<file path="config.mk">
export PLATFORM = sky130hd
export DESIGN_NAME = yellow_car_mover
export DESIGN_NICKNAME = d
export VERILOG_FILES = /design/src/rtl/yellow_car_pkg.sv /design/src/rtl/yellow_car_lane.sv /design/src/rtl/yellow_car_mover.sv
export SDC_FILE = /design/constraint.sdc
export NUM_CORES = 1
export LEC_CHECK = 0
export ABC_AREA = 1
export CORE_ASPECT_RATIO = 0.9
export CORE_UTILIZATION = 50
export CTS_CLUSTER_DIAMETER = 60
export CTS_CLUSTER_SIZE = 25
export DETAILED_ROUTE_END_ITERATION = 16
export DONT_BUFFER_PORTS = 1
export GPL_ROUTABILITY_DRIVEN = 1
export HOLD_SLACK_MARGIN = 0.06
export SYNTH_ARGS = -nofsm -noshare
export SYNTH_HDL_FRONTEND = slang
export SYNTH_SLANG_ARGS = --single-unit
export TNS_END_PERCENT = 10
</file>
<file path="constraint.sdc">
create_clock -name Clk -period 1.95 [get_ports Clk]
set_clock_uncertainty 0.15 [all_clocks]
set_input_delay 0.195 -clock Clk [delete_from_list [all_inputs] [get_ports Clk]]
set_output_delay 0.195 -clock Clk [all_outputs]
set_load 0.05 [all_outputs]
</file>
<file path="src/rtl/yellow_car_pkg.sv">
// Shared types and default constants for the yellow car movers.
// Imported by yellow_car_lane and yellow_car_mover.
package yellow_car_pkg;

    typedef logic [9:0] ypos_t;

    typedef enum logic [1:0] {
        IDLE = 2'd0,
        MOVE = 2'd1,
        HOLD = 2'd2
    } lane_state_t;

    localparam logic [7:0] DEF_KEY_S      = 8'h16;
    localparam ypos_t      DEF_Y_MIN      = 10'd0;
    localparam ypos_t      DEF_Y_MAX      = 10'd480;
    localparam ypos_t      DEF_CAR_SIZE_Y = 10'd99;
    localparam ypos_t      DEF_STEP       = 10'd4;

endpackage

</file>
<file path="src/rtl/yellow_car_lane.sv">
// One lane: IDLE/MOVE/HOLD FSM plus the car's top-Y register.
// Ports: Clk, Reset, tick, freeze, key[7:0] in; pos[9:0], busy out.
module yellow_car_lane
    import yellow_car_pkg::*;
#(
    parameter logic [7:0] KEY_S = DEF_KEY_S,
    parameter ypos_t      Y_MIN = DEF_Y_MIN,
    parameter ypos_t      Y_MAX = DEF_Y_MAX,
    parameter ypos_t      STEP  = DEF_STEP
) (
    input  logic       Clk,
    input  logic       Reset,
    input  logic       tick,
    input  logic       freeze,
    input  logic [7:0] key,
    output logic [9:0] pos,
    output logic       busy
);

    lane_state_t state;
    lane_state_t state_nxt;
    logic [9:0]  pos_nxt;
    logic [10:0] sum;
    logic        key_hit;

    always_ff @(posedge Clk) begin
        if (Reset) begin
            state <= IDLE;
            pos   <= Y_MIN;
        end else begin
            state <= state_nxt;
            pos   <= pos_nxt;
        end
    end

    // 11-bit sum so the off-screen compare never wraps
    always_comb begin
        state_nxt = state;
        pos_nxt   = pos;
        key_hit   = (key == KEY_S);
        sum       = {1'b0, pos} + {1'b0, STEP};
        unique case (state)
            IDLE: begin
                pos_nxt = Y_MIN;
                if (key_hit)
                    state_nxt = MOVE;
            end
            MOVE: begin
                if (tick && !freeze) begin
                    if (sum >= {1'b0, Y_MAX}) begin
                        pos_nxt   = Y_MIN;
                        state_nxt = HOLD;
                    end else begin
                        pos_nxt = sum[9:0];
                    end
                end
            end
            HOLD: begin
                // wait for key release so a held key cannot relaunch
                pos_nxt = Y_MIN;
                if (!key_hit)
                    state_nxt = IDLE;
            end
            default: begin
                state_nxt = IDLE;
                pos_nxt   = Y_MIN;
            end
        endcase
    end

    always_comb begin
        busy = (state != IDLE);
    end

endmodule

</file>
<file path="src/rtl/yellow_car_mover.sv">
// Frame-tick generation and three yellow car lanes.
// Ports: Clk, Reset, frame_clk, freeze, keycode_s1..3 in; car pos/pos_max, Y_Min, lane_busy out.
module yellow_car_mover
    import yellow_car_pkg::*;
#(
    parameter logic [7:0] KEY_S      = DEF_KEY_S,
    parameter ypos_t      Y_MIN      = DEF_Y_MIN,
    parameter ypos_t      Y_MAX      = DEF_Y_MAX,
    parameter ypos_t      CAR_SIZE_Y = DEF_CAR_SIZE_Y,
    parameter ypos_t      STEP       = DEF_STEP
) (
    input  logic       Clk,
    input  logic       Reset,
    input  logic       frame_clk,
    input  logic       freeze,
    input  logic [7:0] keycode_s1,
    input  logic [7:0] keycode_s2,
    input  logic [7:0] keycode_s3,
    output logic [9:0] car1_pos,
    output logic [9:0] car2_pos,
    output logic [9:0] car3_pos,
    output logic [9:0] car1_pos_max,
    output logic [9:0] car2_pos_max,
    output logic [9:0] car3_pos_max,
    output logic [9:0] yellowcar1_Y_Min,
    output logic [9:0] yellowcar2_Y_Min,
    output logic [9:0] yellowcar3_Y_Min,
    output logic [2:0] lane_busy
);

    logic fc_s1;
    logic fc_s2;
    logic fc_s3;
    logic tick;

    // two sync flops, one history flop, registered rise -> 3rd edge
    always_ff @(posedge Clk) begin
        if (Reset) begin
            fc_s1 <= 1'b0;
            fc_s2 <= 1'b0;
            fc_s3 <= 1'b0;
            tick  <= 1'b0;
        end else begin
            fc_s1 <= frame_clk;
            fc_s2 <= fc_s1;
            fc_s3 <= fc_s2;
            tick  <= fc_s2 & ~fc_s3;
        end
    end

    yellow_car_lane #(
        .KEY_S(KEY_S), .Y_MIN(Y_MIN),
        .Y_MAX(Y_MAX), .STEP(STEP)
    ) u_lane1 (
        .Clk(Clk), .Reset(Reset),
        .tick(tick), .freeze(freeze),
        .key(keycode_s1),
        .pos(car1_pos), .busy(lane_busy[0])
    );

    yellow_car_lane #(
        .KEY_S(KEY_S), .Y_MIN(Y_MIN),
        .Y_MAX(Y_MAX), .STEP(STEP)
    ) u_lane2 (
        .Clk(Clk), .Reset(Reset),
        .tick(tick), .freeze(freeze),
        .key(keycode_s2),
        .pos(car2_pos), .busy(lane_busy[1])
    );

    yellow_car_lane #(
        .KEY_S(KEY_S), .Y_MIN(Y_MIN),
        .Y_MAX(Y_MAX), .STEP(STEP)
    ) u_lane3 (
        .Clk(Clk), .Reset(Reset),
        .tick(tick), .freeze(freeze),
        .key(keycode_s3),
        .pos(car3_pos), .busy(lane_busy[2])
    );

    always_comb begin
        car1_pos_max     = car1_pos + CAR_SIZE_Y;
        car2_pos_max     = car2_pos + CAR_SIZE_Y;
        car3_pos_max     = car3_pos + CAR_SIZE_Y;
        yellowcar1_Y_Min = Y_MIN;
        yellowcar2_Y_Min = Y_MIN;
        yellowcar3_Y_Min = Y_MIN;
    end

endmodule

</file>
==> results.cfg, run 1 <==
[detailed_routing]
firstDrtPassIters = 4
drc = 0
via_count = 2072
wl_um = 4580
via_per_inst = 4.48
ant_nets = 0
drt_first_iter_violations = 65
wire_per_inst_um = 9.91

[layout]
postLayoutCellArea_um2 = 2730
final_cell_mix = nand2_1 (74), inv_1 (54), conb_1 (42), buf_4 (39), nor2_1 (36)
final_common_cell = nand2_1
area_delta_synth_final_pct = 15.7
post-route-util_pct = 60.9
antenna_cells = 0
nFillCells = 439
nets = 433
layout-drive-gt1-share_pct = 17.5
final_cells = 462

[critical_path]
critPathMostFrequentCell = dlygate4sd3_1
crit_required_ps = 2030
crit_type = in2reg
cp.arrival_ps = 2090
cp_max_fo = 2
slowest_delay_ps = 600
slowest_stage = dlygate4sd3_1
start_kind = input port
cp_cell_sequence = dlygate4sd3_1 > nor4_1 > dlygate4sd3_1 > nand4_1 > or2_2 > nand2_1
endpoint_kind = register

[synthesis]
seq_area_frac_synth_pct = 28.8
syn_area_um2 = 2360
synth_cell_types = 28
yosys-top-cells-area = dfxtp_1 (29%), buf_4 (16%), nand2_1 (12%)
synth_edf_count = 0
post-synth-top-area-fraction_pct = 28.8
ys.flop_type = dfxtp_1
synth-seq-cells = 34
synth_area_per_cell_um2 = 6.57
yosys_warnings = 0
async_reset_ff_share_pct = 0
syn_inst = 360
synth_area_leader_cell = dfxtp_1

[sta]
drv_slew = 0
hold_ws_ps = 155
fin_crit_ps = 2010
timing.fmax_mhz = 498
slew_headroom_pct = 66.3
worst_slew_pin_slew_ps = 504
finalSetupTns_ps = -58.5
finalSetupViolCount = 1
rsz0062_at_grt = true
post-route-period-util_pct = 103
setup_slack_ps = -58.5
finalHoldViolations = 0

[grt]
antenna_found_initial = 0
grt_pass1_vias = 1775
grt_overflow = 0
grt_pass1_wl_um = 7340
grt_usage_pct = 19.1
grt_max_degree = 14

[floorplan]
dieHeight_um = 67.2
initial_core_util_pct = 52.6
dieArea_um2 = 5010
core-area_um2 = 4490
rows = 23
die_w_um = 74.5
io_pins = 121

[run_status]
status = finished, violations left
violations = negative setup slack

[clock_network]
clock-sinks = 34
cts_buffer_depth = 2
htree_num_levels = 2
clock_latency_ps = 280
clk_pin_slew_ps = 60
postCtsSetupBuffers = 0
cts_buffers = 5
cts_tree = done
cts_root_buf = clkbuf_8

[worst_hold_path]
worst_hold_path_type = in2reg

[placement]
place_area_um2 = 2520
hpwl_um = 3540
place_congestion = 0.838
place_inst = 444
io_buffers = 0

[power_and_ir_drop]
power.density_nw_per_um2 = 519
p_leak_nw = 1.35
ir_worst_vdd_v = 0.000563

[flow_run]
cap_violations = 0
-- cell type report --
class	count	area [µm²]	area share, %
tap	62	77.6	2.84
sequential	34	681	24.9
timing repair buffer	53	453	16.6
inverter	54	203	7.41
clock buffer	6	82.6	3.02
multi-input combinational	253	1240	45.3
-- through the flow --
stage | total power, mW | worst slack [ps]
2_1_floorplan | 0.976 | -197
3_3_place_gp | 0.912 | 262
3_5_place_dp | 0.912 | 241
4_1_cts | 1.43 | 1.71
5_1_grt | 1.48 | -91.5
6_report | 1.42 | -58.5
-- report_power, final --
| group | switching [mW] | internal, mW | leakage (nW) |
|---|---|---|---|
| clock network | 0.230 | 0.272 | 0.0431 |
| logic | 0.197 | 0.0209 | 1.03 |
| registers | 0.000738 | 0.698 | 0.274 |
| total | 0.427 | 0.990 | 1.35 |
-- cell families after synthesis --
group	after synthesis	share of synthesized area, %
muxes	1	0.424
adders and majority gates	4	2.12
AOI/OAI and AO/OA	28	6.14
and+or+nand+nor	165	31.1
DFF	34	28.8
other	2	0.318
xor gates and xnor gates	13	4.82
buffers and inverters	113	26.3
-- flip-flops by register name, indices dropped and copies added (netlist names) --
signal and flops:
u_lane1.state 2, u_lane2.state 2, u_lane1.pos 8, u_lane2.pos 8, fc_s2 1, u_lane3.pos 8, tick 1, u_lane3.state 2
fc_s3 1, fc_s1 1
-- metal layers --
layer / up-vias / track usage [%] / share of wire, %
li1: 1093 / - / -
met1: 900 / 22.5 / 48
met2: 74 / 32.4 / 45
met3: 5 / 7.01 / 5.8
met4: 0 / 5.66 / 0.68
met5: - / 0 / 0
-- worst paths after layout --
kind	slack, ps	depth (start not counted)	startpoint	endpoint
worst max-delay path	-60	6	keycode_s1[3]	u_lane1.state[0]$_SDFFE_PP0P_
worst min-delay path	150	3	freeze	u_lane3.pos[8]$_SDFFE_PP0P_
worst max register to register	240	10	u_lane3.pos[2]$_SDFFE_PP0P_	u_lane3.pos[5]$_SDFFE_PP0P_
worst min register to register	240	1	fc_s3$_SDFF_PP0_	tick$_SDFF_PP0_
-- Yosys cell counts (4+ instances only) --
library cell,number
xor2_1,10
nand4_1,7
nand3_1,18
nand2_2,6
nor2_1,38
o21ai_0,12
buf_4,49
nor3_1,8
dfxtp_1,34
nand2_1,74
a21oi_1,12
ha_1,4
clkbuf_1,6
inv_1,54
-- critical path, delay by kind of cell --
family	cells	cell delay, ps
buffers and inverters	2	1150
and+or+nand+nor	4	740
-- timing repair --
| action | CTS | global route |
|---|---|---|
| hold buffers | 12 | 0 |
| hold endpoints to repair | 11 | 0 |
| pin swaps | 0 | 0 |
| endpoints found under the setup margin | 1 | 3 |
| gates resized for setup | 2 | 1 |
No activity file was read; power rests on OpenSTA's default activity.
==> run 2, diff against run 1 <==
--- a/config.mk
+++ b/config.mk
@@ -14,6 +14,7 @@
 export DONT_BUFFER_PORTS = 1
 export GPL_ROUTABILITY_DRIVEN = 1
 export HOLD_SLACK_MARGIN = 0.06
+export SLEW_MARGIN = 20
 export SYNTH_ARGS = -nofsm -noshare
 export SYNTH_HDL_FRONTEND = slang
 export SYNTH_SLANG_ARGS = --single-unit
==> results of run 2 <==
Same layout as run 1: the final DEF is identical, and so are final timing and power.
==> run 3, diff against run 2 <==
==> constraint.sdc (replaced) <==
create_clock -name Clk -period 1.95 [get_ports Clk]
set_clock_uncertainty 0.15 [all_clocks]
set_input_delay 0.4875 -clock Clk [delete_from_list [all_inputs] [get_ports Clk]]
set_output_delay 0.4875 -clock Clk [all_outputs]
set_load 0.05 [all_outputs]
==> results.cfg, run 3 (same netlist as run 1, synthesis figures left out) <==
[detailed_routing]
firstDrtPassIters = 4
drt_first_iter_violations = 57
via_count = 2042
wire_per_inst_um = 9.95
ant_nets = 0
wl_um = 4510
via_per_inst = 4.51
drc = 0

[layout]
nets = 422
antenna_cells = 0
final_common_cell = nand2_1
area_delta_synth_final_pct = 20.7
post-route-util_pct = 63.5
nFillCells = 407
postLayoutCellArea_um2 = 2850
top_regs = u_lane1.pos (8), u_lane2.pos (8), u_lane3.pos (8)
final_cell_mix = nand2_1 (72), inv_1 (54), conb_1 (42), buf_4 (34), nor2_1 (30)
layout-drive-gt1-share_pct = 24.6

[sta]
fin_crit_ps = 1950
drv_slew = 0
post-route-period-util_pct = 99.9
rsz0062_at_grt = true
timing.fmax_mhz = 513
finalHoldViolations = 0
finalSetupViolCount = 0

[worst_hold_path]
worst_hold_path_type = in2reg
hold_path_depth = 1

[clock_network]
clock_latency_ps = 280
cts_buffers = 5
htree_num_levels = 2
cts_root_buf = clkbuf_8
clk_pin_slew_ps = 70
cts_tree = done
postCtsSetupBuffers = 0
cts_buffer_depth = 2
clock-sinks = 34

[placement]
hpwl_um = 3630
place_area_um2 = 2680
place_congestion = 0.836
io_buffers = 0

[grt]
globalRouteMet3Util_pct = 4.63
met2_usage_pct = 29.7
grt_overflow = 0
grt_max_degree = 19
use_met1_pct = 22.4
antenna_found_initial = 0
grt_usage_pct = 17.9
grt.busiest_layer = met2
grt_pass1_vias = 1702
grt_pass1_wl_um = 6890

[power_and_ir_drop]
power.switching_mw = 0.441
switching_share_pct = 29.0
p_leak_nw = 1.37
ir_worst_vdd_v = 0.000488
intPower_mw = 1.08
power.density_nw_per_um2 = 532
pwr-share-seq_pct = 45.8
pwr-share-clk_pct = 41.1
combPwrFrac_pct = 13.1

[critical_path]
cp_max_fo = 3
endpoint_kind = output port
slowest_stage = dfxtp_2
crit_type = reg2out
start_kind = register
slowest_delay_ps = 360
crit_required_ps = 1310
rr_worst_depth = 11
cp_cell_sequence = nor2_4 > nor3_4 > xor2_2 > buf_12
cp.arrival_ps = 1310

[floorplan]
io_pins = 121
dieHeight_um = 67.2
core-area_um2 = 4490
dieArea_um2 = 5010
die_w_um = 74.5
initial_core_util_pct = 52.6
rows = 23

[run_status]
status = completed

[flow_run]
cap_violations = 0
## run 3: cell types whose count changed in the layout (fill, tap and decap cells not counted), moves of 6 or more
| cell | change |
|---|---|
| dfxtp_1 | -11 |
| buf_12 | +6 |
| dfxtp_2 | +9 |
| nor2_1 | -6 |
| dlygate4sd3_1 | -12 |
## run 3: critical path: cells and delay by family (launching register included)
family | cells | cell delay (ps)
AND/OR/NAND/NOR | 2 | 310
flip-flops | 1 | 360
buffers and inverters | 1 | 160
XOR/XNOR | 1 | 200
## run 3: per-stage QoR
step                      instances  power (mW)  setup WS (ps)  hold WS [ps]  setup TNS, ps
after floorplan                 400       0.976           -159           224           -583
after global placement          445       0.911            201           229              0
after detailed placement        445       0.912            203           234              0
after CTS                       453        1.54          -64.5           105           -206
after global routing            453        1.58          -53.5          96.0          -56.0
final                           453        1.52           1.21           116              0
## run 3: final timing paths
check / startpoint / end / slack [ps]
worst max-delay path: u_lane1.pos[6]$_SDFFE_PP0P_ / car1_pos_max[9] / 1
worst min-delay path: Reset / u_lane3.state[1]$_SDFFE_PP0P_ / 120
worst max register to register: u_lane2.pos[2]$_SDFFE_PP0P_ / u_lane2.state[0]$_SDFFE_PP0P_ / 180
worst min register to register: fc_s3$_SDFF_PP0_ / tick$_SDFF_PP0_ / 230
## run 3: layout make-up
type	count	area [µm²]	share of cell area, %
multi-input cells	253	1350	47.3
flip-flops and latches	34	699	24.5
repair buffers	42	415	14.6
inverters	54	203	7.11
well taps	62	77.6	2.72
clock buffers	5	68.8	2.41
clock inverters	3	40.0	1.40
## run 3: power by group through the flow
stage	clock network, mW	registers [mW]	logic (mW)
floorplan	0	0.714	0.263
detailed placement	0	0.714	0.198
finish	0.624	0.695	0.199
global placement	0	0.714	0.197
global route	0.677	0.695	0.210
CTS	0.645	0.698	0.198
## run 3: metal layers
layer  part of all wire, %  up-vias
met4                   1.0        0
met1                    47      889
met3                   5.3        5
met5                     0        -
met2                    46       79
li1                      -     1069
## run 3: what timing repair did
action                     CTS  global route
hold buffers                 0             0
hold endpoints to repair     0             0
gates resized for setup      3            13
setup endpoints to repair    7            10
pin swaps                    0             4
